**config.mk**
```make
export PLATFORM = sky130hd
export DESIGN_NAME = counter_nbit_mod
export DESIGN_NICKNAME = d
export VERILOG_FILES = /design/src/rtl/counter_nbit_mod.sv
export SDC_FILE = /design/constraint.sdc
export NUM_CORES = 1
export LEC_CHECK = 0
export ABC_AREA = 1
export CORE_ASPECT_RATIO = 1.2
export CORE_MARGIN = 3
export CORE_UTILIZATION = 35
export CTS_CLUSTER_SIZE = 30
export DETAILED_ROUTE_END_ITERATION = 10
export PLACE_DENSITY = 0.59
export SETUP_SLACK_MARGIN = 0.1
export SLEW_MARGIN = 15
export SYNTH_ARGS = -nofsm -noshare
export SYNTH_HDL_FRONTEND = slang
export SYNTH_SLANG_ARGS = --single-unit
```
**constraint.sdc**
```tcl
create_clock -name Clk -period 4.1 [get_ports Clk]
set_input_delay 0.41 -clock Clk [delete_from_list [all_inputs] [get_ports Clk]]
set_output_delay 0.41 -clock Clk [all_outputs]
set_load 0.05 [all_outputs]
```
**src/rtl/counter_nbit_mod.sv**
```systemverilog
// rtl/counter_nbit_mod.sv - up/down modulo counter with load, clear, compare and boundary flags
// Wrap or saturate at 0..MAX_VAL; Cout pulses and Ovf latches whenever an enabled count hits a boundary.
module counter_nbit_mod #(
  parameter int unsigned     WIDTH    = 8,
  parameter longint unsigned MAX_VAL  = (64'd1 << WIDTH) - 64'd1,
  parameter bit              SATURATE = 1'b0
) (
  input  logic             Clk,
  input  logic             Rst,
  input  logic             E,
  input  logic             D,
  input  logic             Load,
  input  logic [WIDTH-1:0] In,
  input  logic             Clr,
  input  logic [WIDTH-1:0] Cmp,
  output logic [WIDTH-1:0] Q,
  output logic             Cout,
  output logic             Match,
  output logic             Ovf
);

  localparam logic [WIDTH-1:0] MAX = MAX_VAL[WIDTH-1:0];

  logic [WIDTH-1:0] q_q, q_d;
  logic             cout_q, cout_d;
  logic             ovf_q, ovf_d;

  always_ff @(posedge Clk or posedge Rst) begin
    if (Rst) begin
      q_q    <= '0;
      cout_q <= 1'b0;
      ovf_q  <= 1'b0;
    end else begin
      q_q    <= q_d;
      cout_q <= cout_d;
      ovf_q  <= ovf_d;
    end
  end

  always_comb begin
    q_d    = q_q;
    cout_d = 1'b0;
    ovf_d  = ovf_q;
    if (Clr) begin
      q_d   = '0;
      ovf_d = 1'b0;
    end else if (Load) begin
      q_d   = (In > MAX) ? MAX : In;
      ovf_d = 1'b0;
    end else if (E) begin
      if (!D) begin
        // >= keeps the counter inside range even if state were ever corrupted
        if (q_q >= MAX) begin
          cout_d = 1'b1;
          ovf_d  = 1'b1;
          q_d    = SATURATE ? MAX : '0;
        end else begin
          q_d = q_q + 1'b1;
        end
      end else begin
        if (q_q == '0) begin
          cout_d = 1'b1;
          ovf_d  = 1'b1;
          q_d    = SATURATE ? '0 : MAX;
        end else if (q_q > MAX) begin
          q_d = MAX;
        end else begin
          q_d = q_q - 1'b1;
        end
      end
    end
  end

  assign Q     = q_q;
  assign Cout  = cout_q;
  assign Ovf   = ovf_q;
  assign Match = (q_q == Cmp);

endmodule

```
==> results of run 1 <==
## synthesized netlist by cell type
master | instances | area [um2]
nand2_1 | 60 | 225
nor2_1 | 23 | 86.3
nand3_1 | 14 | 70.1
dfrtp_1 | 10 | 250
inv_1 | 10 | 37.5
xnor2_1 | 9 | 78.8
nor2_2 | 6 | 37.5
inv_2 | 5 | 18.8
o21ai_1 | 5 | 25.0
nand2_2 | 4 | 25.0
buf_4 | 3 | 22.5
ha_1 | 3 | 37.5
nand4_1 | 3 | 18.8
nor2_4 | 3 | 33.8
o21ai_0 | 3 | 15.0
a21oi_1 | 2 | 10.0
buf_6 | 2 | 22.5
buf_2 | 1 | 5.00
nand2_4 | 1 | 11.3
nand3_2 | 1 | 10.0
nor2_8 | 1 | 20.0
o32ai_1 | 1 | 8.76
or2_0 | 1 | 6.26
or2_1 | 1 | 6.26
## worst min-delay path by stage
stage / start / end / slack (ns) / cells after the start
after floorplan: Rst / Cout$_DFF_PP0_ / 0.25 / 1
after global placement: Ovf$_DFFE_PP0P_ / Ovf$_DFFE_PP0P_ / 0.47 / 2
after detailed placement: Ovf$_DFFE_PP0P_ / Ovf$_DFFE_PP0P_ / 0.47 / 2
after CTS: Rst / Q[6]$_DFFE_PP0P_ / 0.44 / 2
after global routing: Rst / Q[4]$_DFFE_PP0P_ / 0.45 / 2
final: Rst / Q[6]$_DFFE_PP0P_ / 0.43 / 2
## final cells by class
type | count | area share, %
flip-flops and latches | 10 | 17.5
inverters | 15 | 3.93
multi-input cells | 141 | 50.7
well taps | 34 | 2.97
clock buffers | 4 | 2.53
repair buffers | 32 | 22.4
## logic make-up after synthesis
family,count (synthesis)
buffers and inverters,21
XOR/XNOR,9
adder cells (fa/ha/maj),3
AND/OR/NAND/NOR,118
flip-flops,10
AO/OA/AOI/OAI,11
## registers in the layout, indices dropped and copies added, names as in the netlist
signal and count:
Q 8, Cout 1, Ovf 1
## cells in the final DEF, fill, tap and decap left out, types with 4 or more instances in the layout
cell	synthesis	layout
inv_2	5	5
nand3_1	14	14
nor2_2	6	6
clkdlybuf4s50_1	0	32
nand2_2	4	4
nor2_1	23	23
dfrtp_1	10	10
xnor2_1	9	9
nand2_1	60	60
o21ai_1	5	5
inv_1	10	10
## power by group through the flow
stage	clock, mW	sequential (mW)	combinational, mW
CTS	0.0928	0.133	0.174
detailed placement	0	0.135	0.174
global route	0.0960	0.137	0.194
global placement	0	0.135	0.171
finish	0.0891	0.133	0.173
floorplan	0	0.146	0.113
## per-layer routing
metal,up-vias,share of wire [%]
met2,34,49
met3,4,4.7
li1,595,-
met4,0,1.5
met5,-,0
met1,492,44
## through the flow
stage / hold slack [ns] / power (mW) / area, um2 / cells / utilization (%)
6_report: 0.426 / 0.395 / 1430 / 236 / 50.0
5_1_grt: 0.446 / 0.427 / 1430 / 236 / 50.0
4_1_cts: 0.438 / 0.400 / 1430 / 236 / 50.0
3_5_place_dp: 0.470 / 0.309 / 1400 / 232 / 48.7
3_3_place_gp: 0.469 / 0.307 / 1400 / 232 / 48.7
2_1_floorplan: 0.250 / 0.259 / 1080 / 172 / -
==> flow_metrics.env, run 1 <==
export IMPL_critical_path_peak_fanout=10
export IMPL_setup_reg_to_reg_worst_slack_ns=2.48
export IMPL_worst_ep_required_time_ns=3.69
export IMPL_max_clock_freq_ghz=0.399
export IMPL_iteration_0_drc_markers=33
export IMPL_overflow=0
export IMPL_clock_insertion_delay_worst_skew_ns=0.26
export IMPL_syn_inst=172
export IMPL_layout_worst_path_cycle_share_pct=61.1
export IMPL_die_w_um=56.8
export IMPL_dominant_combinational_cell_family_by_area_after_synthesis="simple AND/OR/NAND/NOR gates"
export IMPL_first_global_vias=1145
export IMPL_hold_path_class="in -> async"
export IMPL_yosys_warning_count=0
export IMPL_vdd_ir_drop_max_v=0.000198
export IMPL_ctsRootBufferMaster="clkbuf_4"
export IMPL_rr_endpoint="Q[5]$_DFFE_PP0P_"
export IMPL_cell_internal_pwr_mw=0.235
export IMPL_worst_setup_hold_path_clk_slew_ns=0.07
export IMPL_post_cts_resized=0
export IMPL_timing_critical_path_max_delay_family="buffers and inverters"
export IMPL_worst_path_stages=4
export IMPL_flow_area_growth_from_synthesis_pct=32.3
export IMPL_avgViaCountPerCell=4.77
export IMPL_area_fraction_in_compound_gates_after_synthesis_pct=5.43
export IMPL_antenna_found_initial=0
export IMPL_power_share_sequential_pct=33.7
export IMPL_worst_path_largest_cell_delay_ns=0.80
export IMPL_p_per_area_nw_per_um2=276
export IMPL_cts_sinks=10
export IMPL_groute_usage_overall_pct=16.3
export IMPL_post_route_worst_setup_slack_ns=1.59
export IMPL_layout_area_seq_um2=250
export IMPL_count_of_hold_fix_buffers_inserted_at_cts=0
export IMPL_total_leakage_power_nw=0.673
export IMPL_final_min_clock_period_ns=2.51
export IMPL_tritoncts="yes"
export IMPL_top_level_ports=33
export IMPL_diodes=0
export IMPL_endpoint_kind="output pin"
export IMPL_crit_reg2reg_launch="Q[2]$_DFFE_PP0P_"
export IMPL_rows=21
export IMPL_synth_ff_latch_count=10
export IMPL_timing_worst_slew_pin_value_ns=0.536
export IMPL_first_pass_detailed_route_iteration_total=4
export IMPL_place_gp_congestion=0.810
export IMPL_post_synth_fa_ha_maj_area_fraction_pct=3.47
export IMPL_total_count_of_max_transition_violations_in_the_final_report=0
export IMPL_groute_layer_met3_usage_pct=1.55
export IMPL_floorplan_initialDensity_pct=37.8
export IMPL_switching_share_pct=40.5
export IMPL_post_drt_wl_per_cell_um=11.4
export IMPL_remaining_drc_errors=0
export IMPL_max_capacitance_violation_total=0
export IMPL_power_combinational_fraction_pct=43.7
export IMPL_rsz0062_at_grt="no"
export IMPL_status="finished, final reports clean"
export IMPL_grt_start_max_net_pins=16
export IMPL_timing_critical_path_cells="xnor2_1 -> nand4_1 -> nor2_1 -> clkdlybuf4s50_1"
export IMPL_place_worst_setup_slack_ns=1.63
export IMPL_crit_start="Q[2]$_DFFE_PP0P_"
export IMPL_die_area_um2=3800
export IMPL_die_height_um=66.9
export IMPL_postCtsSetupRepairBufs=0
export IMPL_timing_hold_violations_final=0
export IMPL_critical_path_buffers_and_inverters=1
export IMPL_dp_final_hpwl_um=2210
export IMPL_ctsLongestPathBuffers=2
export IMPL_drtAntennaViolNets=0
export IMPL_io_buffer_count=32
export IMPL_filler_cell_count=315
export IMPL_drive_above_1_share_pct=12.4
export IMPL_critical_path_class="reg -> out"
export IMPL_yosysUniqueCellTypes=24
export IMPL_synth_simple_gate_area_share_pct=50.9
export IMPL_crit_path_top_delay_cell="clkdlybuf4s50_1"
export IMPL_grt_first_pass_wirelength_um=5020
export IMPL_grt_busiest_layer="met2"
export IMPL_clockPowerShare_pct=22.6
export IMPL_final_net_count=228
export IMPL_clock_skew_final_ns=0.00451
export IMPL_groute_layer_met2_usage_pct=29.3
export IMPL_vias=1125
export IMPL_setup_worst_path_start_class="flip-flop"
export IMPL_syn_num_nets=197
export IMPL_met1_usage_pct=20.0
export IMPL_multiInputGateArea_um2=726
export IMPL_tns_ns=0
export IMPL_per_instance_average_area_after_synthesis_um2=6.29
export IMPL_post_synth_instance_area_um2=1080
export IMPL_ctsHtreeMaxLevel=1
export IMPL_worst_slew_margin_relative_to_its_limit_pct=64.3
export IMPL_reg2reg_depth=9
export IMPL_p_switching_mw=0.160
export IMPL_synth_xor_area_share_pct=7.28
export IMPL_cts_bufs_inserted=3
export IMPL_setup_viol=0
export IMPL_synth_mux_area_share_pct=0
export IMPL_critPathCapture="Match"
export IMPL_fp_coreArea_um2=2860
export IMPL_totalWireLength_um=2690
export IMPL_worst_endpoint_arrival_ns=2.10
export IMPL_synth_sequential_area_ratio_pct=23.1
No activity file was read; power rests on OpenSTA's default activity.
==> inputs of run 2 (changes only) <==
==> constraint.sdc (replaced) <==
create_clock -name Clk -period 2.35 [get_ports Clk]
set_input_delay 0.235 -clock Clk [delete_from_list [all_inputs] [get_ports Clk]]
set_output_delay 0.235 -clock Clk [all_outputs]
set_load 0.05 [all_outputs]
==> flow_metrics.env, run 2 (synthesis gave the netlist of run 1 again) <==
export IMPL_cell_internal_pwr_mw=0.377
export IMPL_crit_path_top_delay_cell="clkdlybuf4s50_1"
export IMPL_setup_worst_path_start_class="flip-flop"
export IMPL_drtAntennaViolNets=0
export IMPL_worst_setup_hold_path_clk_slew_ns=0.07
export IMPL_count_of_hold_fix_buffers_inserted_at_cts=0
export IMPL_antenna_found_initial=0
export IMPL_floorplan_initialDensity_pct=37.8
export IMPL_tritoncts="yes"
export IMPL_critical_path_buffers_and_inverters=1
export IMPL_worst_slew_margin_relative_to_its_limit_pct=66.0
export IMPL_place_gp_congestion=0.785
export IMPL_io_buffer_count=32
export IMPL_worst_path_largest_cell_delay_ns=0.89
export IMPL_post_drt_wl_per_cell_um=11.9
export IMPL_clockPowerShare_pct=18.9
export IMPL_critical_path_class="reg -> out"
export IMPL_p_switching_mw=0.285
export IMPL_die_height_um=66.9
export IMPL_first_global_vias=1087
export IMPL_dp_final_hpwl_um=2200
export IMPL_rows=21
export IMPL_vias=1142
export IMPL_cts_bufs_inserted=3
export IMPL_worst_ep_required_time_ns=2.12
export IMPL_share_of_the_core_filled_with_cells_pct=49.7
export IMPL_endpoint_kind="output pin"
export IMPL_p_per_area_nw_per_um2=466
export IMPL_grt_first_pass_wirelength_um=4790
export IMPL_status="finished, final reports clean"
export IMPL_power_combinational_fraction_pct=47.3
export IMPL_flow_area_growth_from_synthesis_pct=31.4
export IMPL_avgViaCountPerCell=4.84
export IMPL_final_net_count=229
export IMPL_setup_viol=0
export IMPL_vdd_ir_drop_max_v=0.000280
export IMPL_fp_coreArea_um2=2860
export IMPL_ctsRootBufferMaster="clkbuf_4"
export IMPL_critical_path_peak_fanout=9
export IMPL_clock_skew_final_ns=0.00192
export IMPL_timing_hold_violations_final=0
export IMPL_cts_sinks=10
export IMPL_largest_register_ff_count=8
export IMPL_timing_critical_path_max_delay_family="buffers and inverters"
export IMPL_filler_cell_count=310
export IMPL_worst_endpoint_arrival_ns=1.80
export IMPL_remaining_drc_errors=0
export IMPL_overflow=0
export IMPL_max_clock_freq_ghz=0.492
export IMPL_final_min_clock_period_ns=2.03
export IMPL_die_w_um=56.8
export IMPL_total_count_of_max_transition_violations_in_the_final_report=0
export IMPL_timing_worst_slew_pin_value_ns=0.509
export IMPL_iteration_0_drc_markers=23
export IMPL_totalWireLength_um=2810
export IMPL_leading_cell_type_in_the_layout_fill_and_taps_excluded="nand2_1"
export IMPL_power_share_sequential_pct=33.8
export IMPL_ctsHtreeMaxLevel=1
export IMPL_diodes=0
export IMPL_grt_start_max_net_pins=16
export IMPL_top_level_ports=33
export IMPL_groute_usage_overall_pct=16.2
export IMPL_ctsLongestPathBuffers=2
export IMPL_die_area_um2=3800
export IMPL_post_cts_resized=0
export IMPL_layout_worst_path_cycle_share_pct=86.5
export IMPL_hold_path_class="in -> async"
export IMPL_tns_ns=0
export IMPL_total_leakage_power_nw=0.673
export IMPL_switching_share_pct=43.0
export IMPL_drive_above_1_share_pct=12.9
export IMPL_timing_critical_path_cells="clkdlybuf4s50_1"
export IMPL_postCtsSetupRepairBufs=0
export IMPL_most_common_layout_cells="60 x nand2_1, 31 x clkdlybuf4s50_1, 23 x nor2_1"
export IMPL_rsz0062_at_grt="no"
export IMPL_clock_insertion_delay_worst_skew_ns=0.27
export IMPL_max_capacitance_violation_total=0
export IMPL_first_pass_detailed_route_iteration_total=4
==> run 2: cell types whose count changed in the layout (fill, tap and decap cells not counted), sizes merged <==
| cell | change |
|---|---|
| clkbuf | -1 |
| buf | +2 |
| clkdlybuf4s50 | -1 |
==> run 2: routing by layer <==
metal	GRT usage, %	routed length [um]
met1	19.4	1290
met4	5.22	41
met2	29.2	1350
met3	2.71	126
met5	0	0
==> run 2: cell type report <==
| type | count | area (um2) | area share (%) |
|---|---|---|---|
| Timing Repair Buffer | 33 | 325 | 22.9 |
| Clock buffer | 3 | 22.5 | 1.58 |
| Multi-Input combinational cell | 141 | 726 | 51.0 |
| Inverter | 15 | 56.3 | 3.96 |
| Sequential cell | 10 | 250 | 17.6 |
| Tap cell | 34 | 42.5 | 2.99 |
==> run 2: path summary, 6_finish.rpt <==
kind,startpoint,cells after the start,slack [ns],endpoint
setup / recovery,Q[3]$_DFFE_PP0P_,1,0.32,Q[3]
hold / removal,Rst,2,0.25,Cout$_DFF_PP0_
setup reg to reg,Q[1]$_DFFE_PP0P_,10,0.73,Q[7]$_DFFE_PP0P_
hold reg to reg,Ovf$_DFFE_PP0P_,2,0.48,Ovf$_DFFE_PP0P_
max in group asynchronous,Rst,2,1.81,Q[6]$_DFFE_PP0P_
min in group Clk,Ovf$_DFFE_PP0P_,2,0.48,Ovf$_DFFE_PP0P_
==> run 2: power groups by stage <==
stage | combinational, mW | sequential [mW] | clock [mW]
5_1_grt | 0.348 | 0.229 | 0.133
4_1_cts | 0.316 | 0.224 | 0.123
3_3_place_gp | 0.313 | 0.226 | 0
3_5_place_dp | 0.314 | 0.227 | 0
2_1_floorplan | 0.197 | 0.254 | 0
6_report | 0.314 | 0.224 | 0.125
==> run 2: through the flow <==
stage          hold WS [ns]  instance area [um2]  power (mW)  instances  worst slack (ns)
6_report              0.248                 1420       0.662        236             0.317
5_1_grt               0.276                 1420       0.710        236             0.253
4_1_cts               0.267                 1420       0.663        236             0.316
3_5_place_dp          0.470                 1400       0.541        233             0.608
3_3_place_gp          0.472                 1400       0.540        233             0.617
2_1_floorplan        0.0752                 1080       0.451        172             0.361
